## src/rtl/riscv_mem_arbiter.sv

```systemverilog
// Two-port to single-port arbiter sharing one unified memory between fetch (IF) and data (DM).
// Data accesses win arbitration; a saturating starvation counter bounds how long a fetch can wait.
`ifndef PC_WIDTH
`define PC_WIDTH 32
`endif
`ifndef DMEM_ADDR_WIDTH
`define DMEM_ADDR_WIDTH 32
`endif
`ifndef MEM_WIDTH
`define MEM_WIDTH 32
`endif
`ifndef INST_WIDTH
`define INST_WIDTH 32
`endif

module riscv_mem_arbiter #(
  parameter int PC_WIDTH        = `PC_WIDTH,
  parameter int DMEM_ADDR_WIDTH = `DMEM_ADDR_WIDTH,
  parameter int MEM_WIDTH       = `MEM_WIDTH,
  parameter int INST_WIDTH      = `INST_WIDTH,
  parameter int STARVE_LIMIT    = 4
) (
  input  logic                       clk,
  input  logic                       reset_n,
  input  logic                       if_req,
  input  logic [PC_WIDTH-1:0]        if_addr,
  output logic                       if_gnt,
  output logic                       if_rvalid,
  output logic [INST_WIDTH-1:0]      if_rdata,
  input  logic                       dm_req,
  input  logic                       dm_we,
  input  logic [DMEM_ADDR_WIDTH-1:0] dm_addr,
  input  logic [MEM_WIDTH-1:0]       dm_wdata,
  input  logic [MEM_WIDTH/8-1:0]     dm_wstrb,
  output logic                       dm_gnt,
  output logic                       dm_rvalid,
  output logic [MEM_WIDTH-1:0]       dm_rdata,
  output logic                       mem_req,
  output logic                       mem_we,
  output logic [DMEM_ADDR_WIDTH-1:0] mem_addr,
  output logic [MEM_WIDTH-1:0]       mem_wdata,
  output logic [MEM_WIDTH/8-1:0]     mem_wstrb,
  input  logic                       mem_ready,
  input  logic [MEM_WIDTH-1:0]       mem_rdata
);

  localparam int         STRB_WIDTH = MEM_WIDTH / 8;
  localparam logic [1:0] IDLE       = 2'd0;
  localparam logic [1:0] BUSY_IF    = 2'd1;
  localparam logic [1:0] BUSY_DM    = 2'd2;
  localparam logic [3:0] STARVE_MAX = 4'(STARVE_LIMIT);

  logic [1:0]                 state;
  logic [3:0]                 starve_cnt;
  logic [DMEM_ADDR_WIDTH-1:0] if_addr_ext;

  // Fetch addresses are narrower than memory addresses; pad the upper bits with zeros
  always_comb begin
    if_addr_ext                 = {DMEM_ADDR_WIDTH{1'b0}};
    if_addr_ext[PC_WIDTH-1:0]   = if_addr;
  end

  // Grant decision: only in IDLE, DM first unless IF has sat through STARVE_LIMIT DM grants
  always_comb begin
    if_gnt = 1'b0;
    dm_gnt = 1'b0;
    if (reset_n && (state == IDLE)) begin
      if (dm_req && !(if_req && (starve_cnt == STARVE_MAX))) begin
        dm_gnt = 1'b1;
      end else if (if_req) begin
        if_gnt = 1'b1;
      end else begin
        if_gnt = 1'b0;
        dm_gnt = 1'b0;
      end
    end else begin
      if_gnt = 1'b0;
      dm_gnt = 1'b0;
    end
  end

  // Transaction FSM: latch the winner, hold fields while busy, return data on mem_ready
  always_ff @(posedge clk) begin
    if (!reset_n) begin
      state      <= IDLE;
      starve_cnt <= 4'd0;
      mem_req    <= 1'b0;
      mem_we     <= 1'b0;
      mem_addr   <= {DMEM_ADDR_WIDTH{1'b0}};
      mem_wdata  <= {MEM_WIDTH{1'b0}};
      mem_wstrb  <= {STRB_WIDTH{1'b0}};
      if_rvalid  <= 1'b0;
      if_rdata   <= {INST_WIDTH{1'b0}};
      dm_rvalid  <= 1'b0;
      dm_rdata   <= {MEM_WIDTH{1'b0}};
    end else begin
      if_rvalid <= 1'b0;
      dm_rvalid <= 1'b0;
      case (state)
        IDLE: begin
          if (dm_gnt) begin
            state     <= BUSY_DM;
            mem_req   <= 1'b1;
            mem_we    <= dm_we;
            mem_addr  <= dm_addr;
            mem_wdata <= dm_wdata;
            mem_wstrb <= dm_wstrb;
            // Count DM grants that a waiting fetch has had to sit through
            if (if_req) begin
              if (starve_cnt < STARVE_MAX) begin
                starve_cnt <= starve_cnt + 4'd1;
              end else begin
                starve_cnt <= starve_cnt;
              end
            end else begin
              starve_cnt <= 4'd0;
            end
          end else if (if_gnt) begin
            state      <= BUSY_IF;
            mem_req    <= 1'b1;
            mem_we     <= 1'b0;
            mem_addr   <= if_addr_ext;
            mem_wdata  <= {MEM_WIDTH{1'b0}};
            mem_wstrb  <= {STRB_WIDTH{1'b0}};
            starve_cnt <= 4'd0;
          end else begin
            state <= IDLE;
          end
        end
        BUSY_IF: begin
          if (mem_ready) begin
            state     <= IDLE;
            mem_req   <= 1'b0;
            if_rdata  <= INST_WIDTH'(mem_rdata);
            if_rvalid <= 1'b1;
          end else begin
            state <= BUSY_IF;
          end
        end
        BUSY_DM: begin
          if (mem_ready) begin
            state     <= IDLE;
            mem_req   <= 1'b0;
            dm_rdata  <= mem_rdata;
            dm_rvalid <= 1'b1;
          end else begin
            state <= BUSY_DM;
          end
        end
        default: begin
          state   <= IDLE;
          mem_req <= 1'b0;
        end
      endcase
    end
  end

endmodule

```

## config.mk

```make
export PLATFORM = sky130hd
export DESIGN_NAME = riscv_mem_arbiter
export DESIGN_NICKNAME = d
export VERILOG_FILES = /design/src/rtl/riscv_mem_arbiter.sv
export SDC_FILE = /design/constraint.sdc
export NUM_CORES = 1
export LEC_CHECK = 0
export BUFFER_PORTS_ARGS = -buffer_cell sky130_fd_sc_hd__buf_2
export CELL_PAD_IN_SITES_DETAIL_PLACEMENT = 1
export CELL_PAD_IN_SITES_GLOBAL_PLACEMENT = 2
export CORE_UTILIZATION = 27
export DETAILED_ROUTE_END_ITERATION = 7
export PLACE_DENSITY = 0.86
export SLEW_MARGIN = 20
export SYNTH_ARGS = -nofsm -noshare
export SYNTH_HDL_FRONTEND = slang
export SYNTH_SLANG_ARGS = --single-unit
```

## constraint.sdc

```tcl
create_clock -name clk -period 3.3 [get_ports clk]
set_input_delay 0.165 -clock clk [delete_from_list [all_inputs] [get_ports clk]]
set_output_delay 0.165 -clock clk [all_outputs]
set_load 0.005 [all_outputs]
```

==> results.md <==
* Status: complete, no violations
* Fin util at 39.8%
* Clk sinks at 142
* Worst R2R Start: starve_cnt[0]
* Via Count at 5,511
* Number of setup buffers added after CTS at 0
* Worst-path cell chain: inv_1 > ha_1 > nand4b_2 > and3_2 > buf_12 > a22oi_1 > nor2b_1
* Worst reg2reg setup slack at 1.15 ns
* Clock power share at 43.0%
* Full die area at 0.0213 mm²
* Synthesized instance count at 645
* RD Place Congestion at 0.750
* Drt via density at 4.53
* Crit. End Element: register
* End of the critical path: mem_wdata[17]
* First-pass GRT wire length at 29.4 mm
* Reg2reg path depth at 7
* Max stage delay on crit path at 0.67 ns
* Critical path's slowest cell: and3_2
* CP startpoint: starve_cnt[0]
* Root Buffer Master: clkbuf_16
* Synth-to-Final Area Change at 44.2%
* Fin Setup TNS at 0 ns
* Antenna Nets Post-Route at 0
* Critical Path Stages at 7
* Cts repair resizes at 0
* Htree depth at 4
* Worst Max-Slew Pin Slew at 0.702 ns
* Endpoints failing hold at 0
* Number of global-route vias before repair at 5,652
* Final Max Tran Viols at 0
* Port buffer count at 275
* Yosys reg bits at 142
* Initial antenna violation count at 0
* Most frequent cells in the layout: buf_2 (274), nand2_1 (167), dfxtp_1 (142)
* Std-Cell Core Area at 0.0202 mm²
* I/O pins at 276
* WP data arrival at 2.49 ns
* Worst R2R End: mem_wdata[17]
* Syn Area/Cell at 8.66 µm²
* GRT overflow at 0
* WP data required at 3.64 ns
* Hold Slack at 0.0192 ns
* Worst Path Buf+Inv at 2
* Worst-Skew Late Latency at 0.41 ns
* Total Routed Length at 18.4 mm
* # diodes at 0
* Worst IR drop on VDD at 0.317 mV
* Max-cap viol count at 0
* CP startpoint kind: register
* Clock buffer depth at 2
* Total track usage at 17.4%
* Yosys warning total at 0
* Fin cells at 1,217
* Gate power share at 12.6%
* Total CTS buffers at 17
* Router iterations before antenna repair at 4
* Dpl cells at 1,148
* Largest delay share family, worst path: simple AND/OR/NAND/NOR gates
* CP max FO at 42
* # hold bufs at CTS at 38
* Count of different cell masters after synthesis at 32
* Largest net degree at the start of global routing at 62
* Fmax at 465 MHz
* Max-slew headroom at 53.2%
* Switching share of total power at 25.3%
* DP Wirelength at 12.7 mm
* Synth Net Count at 789
* Worst-path clk slew at 0.06 ns
* Setup Viol. Count Final at 0
* Cell Area, Synth at 0.00559 mm²
* Post-layout minimum cycle time at 2.15 ns
* P_int at 3100 µW
* CTS tree: yes
* Hold Path Class: in -> reg
* Final Skew at 0.00799 ns
* Fillers at 2,466
* Post-route DRC at 0
* Die Width at 146 µm
* FP Rows at 52
* Sw Pwr at 1050 µW
* RSZ-0062 raised after global routing: false
* Setup CP Type: reg -> reg
* Final period util at 65.2%
* Seq/Total Area, Yosys at 50.9%
* Drt initial violations at 174
* Sequential Power Share at 44.4%
* Fraction of layout cells with a size suffix above 1 at 35.1%
* Power Dens Cells at 516 mW/mm²
* Initial Util at 27.6%
* Wire per inst at 15.1 µm
* Die height at 146 µm
* Lkg Pwr at 0.00358 µW
* Fin nets at 1,079
* Commonest non-fill, non-tap cell in the layout: buf_2
==> power by group through the flow <==
stage,clock (µW),sequential [µW],combinational [µW]
floorplan,0,1890,246
CTS,1840,1850,530
global route,1930,1860,583
finish,1790,1850,522
global placement,0,1880,489
detailed placement,0,1880,494
==> synth_stat cells (all sizes together) <==
| cell type | n | area (µm²) |
|---|---|---|
| a22oi | 38 | 285 |
| and3 | 5 | 31.3 |
| nor3 | 2 | 10.0 |
| or2 | 1 | 6.26 |
| a2bb2oi | 1 | 8.76 |
| inv | 6 | 22.5 |
| mux2i | 2 | 20.0 |
| a21o | 1 | 7.51 |
| nor2 | 9 | 36.3 |
| a21oi | 60 | 345 |
| o21ai | 33 | 165 |
| nand4b | 1 | 15.0 |
| a31oi | 4 | 25.0 |
| nand2 | 168 | 633 |
| clkbuf | 31 | 116 |
| nand3 | 4 | 20.0 |
| nor2b | 39 | 244 |
| nand2b | 2 | 12.5 |
| a21boi | 64 | 480 |
| buf | 21 | 144 |
| ha | 6 | 75.1 |
| and2 | 3 | 18.8 |
| o221a | 1 | 11.3 |
| nor4b | 1 | 8.76 |
| dfxtp | 142 | 2840 |
==> through the flow <==
stage | setup slack [ns] | area [µm²] | total power, µW
floorplan | 1.74 | 5590 | 2140
detailed placement | 1.15 | 7140 | 2380
CTS | 1.14 | 8060 | 4220
global placement | 0.991 | 7130 | 2370
finish | 1.15 | 8060 | 4150
global route | 0.964 | 8060 | 4370
==> state kept, by name, summed over array words and instances, names as in the netlist <==
name	cells
starve_cnt	4
mem_we	1
mem_wdata	32
mem_wstrb	4
mem_addr	32
dm_rvalid	1
mem_req	1
dm_rdata	32
if_rdata	32
state	2
if_rvalid	1
==> metal layers <==
metal	up-vias	share of wire, %	GRT usage, %
met5	-	0	0
met3	17	6.5	5.77
li1	2745	-	-
met4	0	1.5	6.26
met2	180	48	29.5
met1	2569	44	20.3
==> final cells by class <==
class	instances	area [µm²]	area share, %
Timing Repair Buffer	323	1850	22.9
Multi-Input combinational cell	445	2470	30.6
Sequential cell	142	2840	35.3
Clock inverter	11	93.8	1.16
Tap cell	270	338	4.19
Clock buffer	20	447	5.54
Inverter	6	22.5	0.280
==> worst register-to-register path, delay by kind of cell, from the launching register on <==
family / cells / cell delay, ns
AOI/OAI and AO/OA: 1 / 0.14
DFF: 1 / 0.37
adders and majority gates: 1 / 0.23
and+or+nand+nor: 3 / 0.96
buffers and inverters: 2 / 0.40
==> worst min-delay path by stage <==
stage                   from            to  slack [ns]  cells after the start
2_1_floorplan     if_addr[0]   mem_addr[0]        0.30                      2
3_3_place_gp     if_addr[19]  mem_addr[19]        0.41                      3
3_5_place_dp      if_addr[3]   mem_addr[3]        0.41                      3
4_1_cts        mem_rdata[22]  dm_rdata[22]      0.0003                      3
5_1_grt        mem_rdata[27]  dm_rdata[27]        0.01                      3
6_report        mem_rdata[1]   if_rdata[1]        0.02                      3
==> cell families (layout without fill, tap and decap cells) <==
kind of cell	Yosys count	after routing	share of synthesized area, %
AO/OA/AOI/OAI	202	202	23.8
adder cells (fa/ha/maj)	6	6	1.34
buffers and inverters	58	360	5.06
flip-flops	142	142	50.9
multiplexers	2	2	0.358
AND/OR/NAND/NOR	235	235	18.5
(Power assumes the default switching activity.)
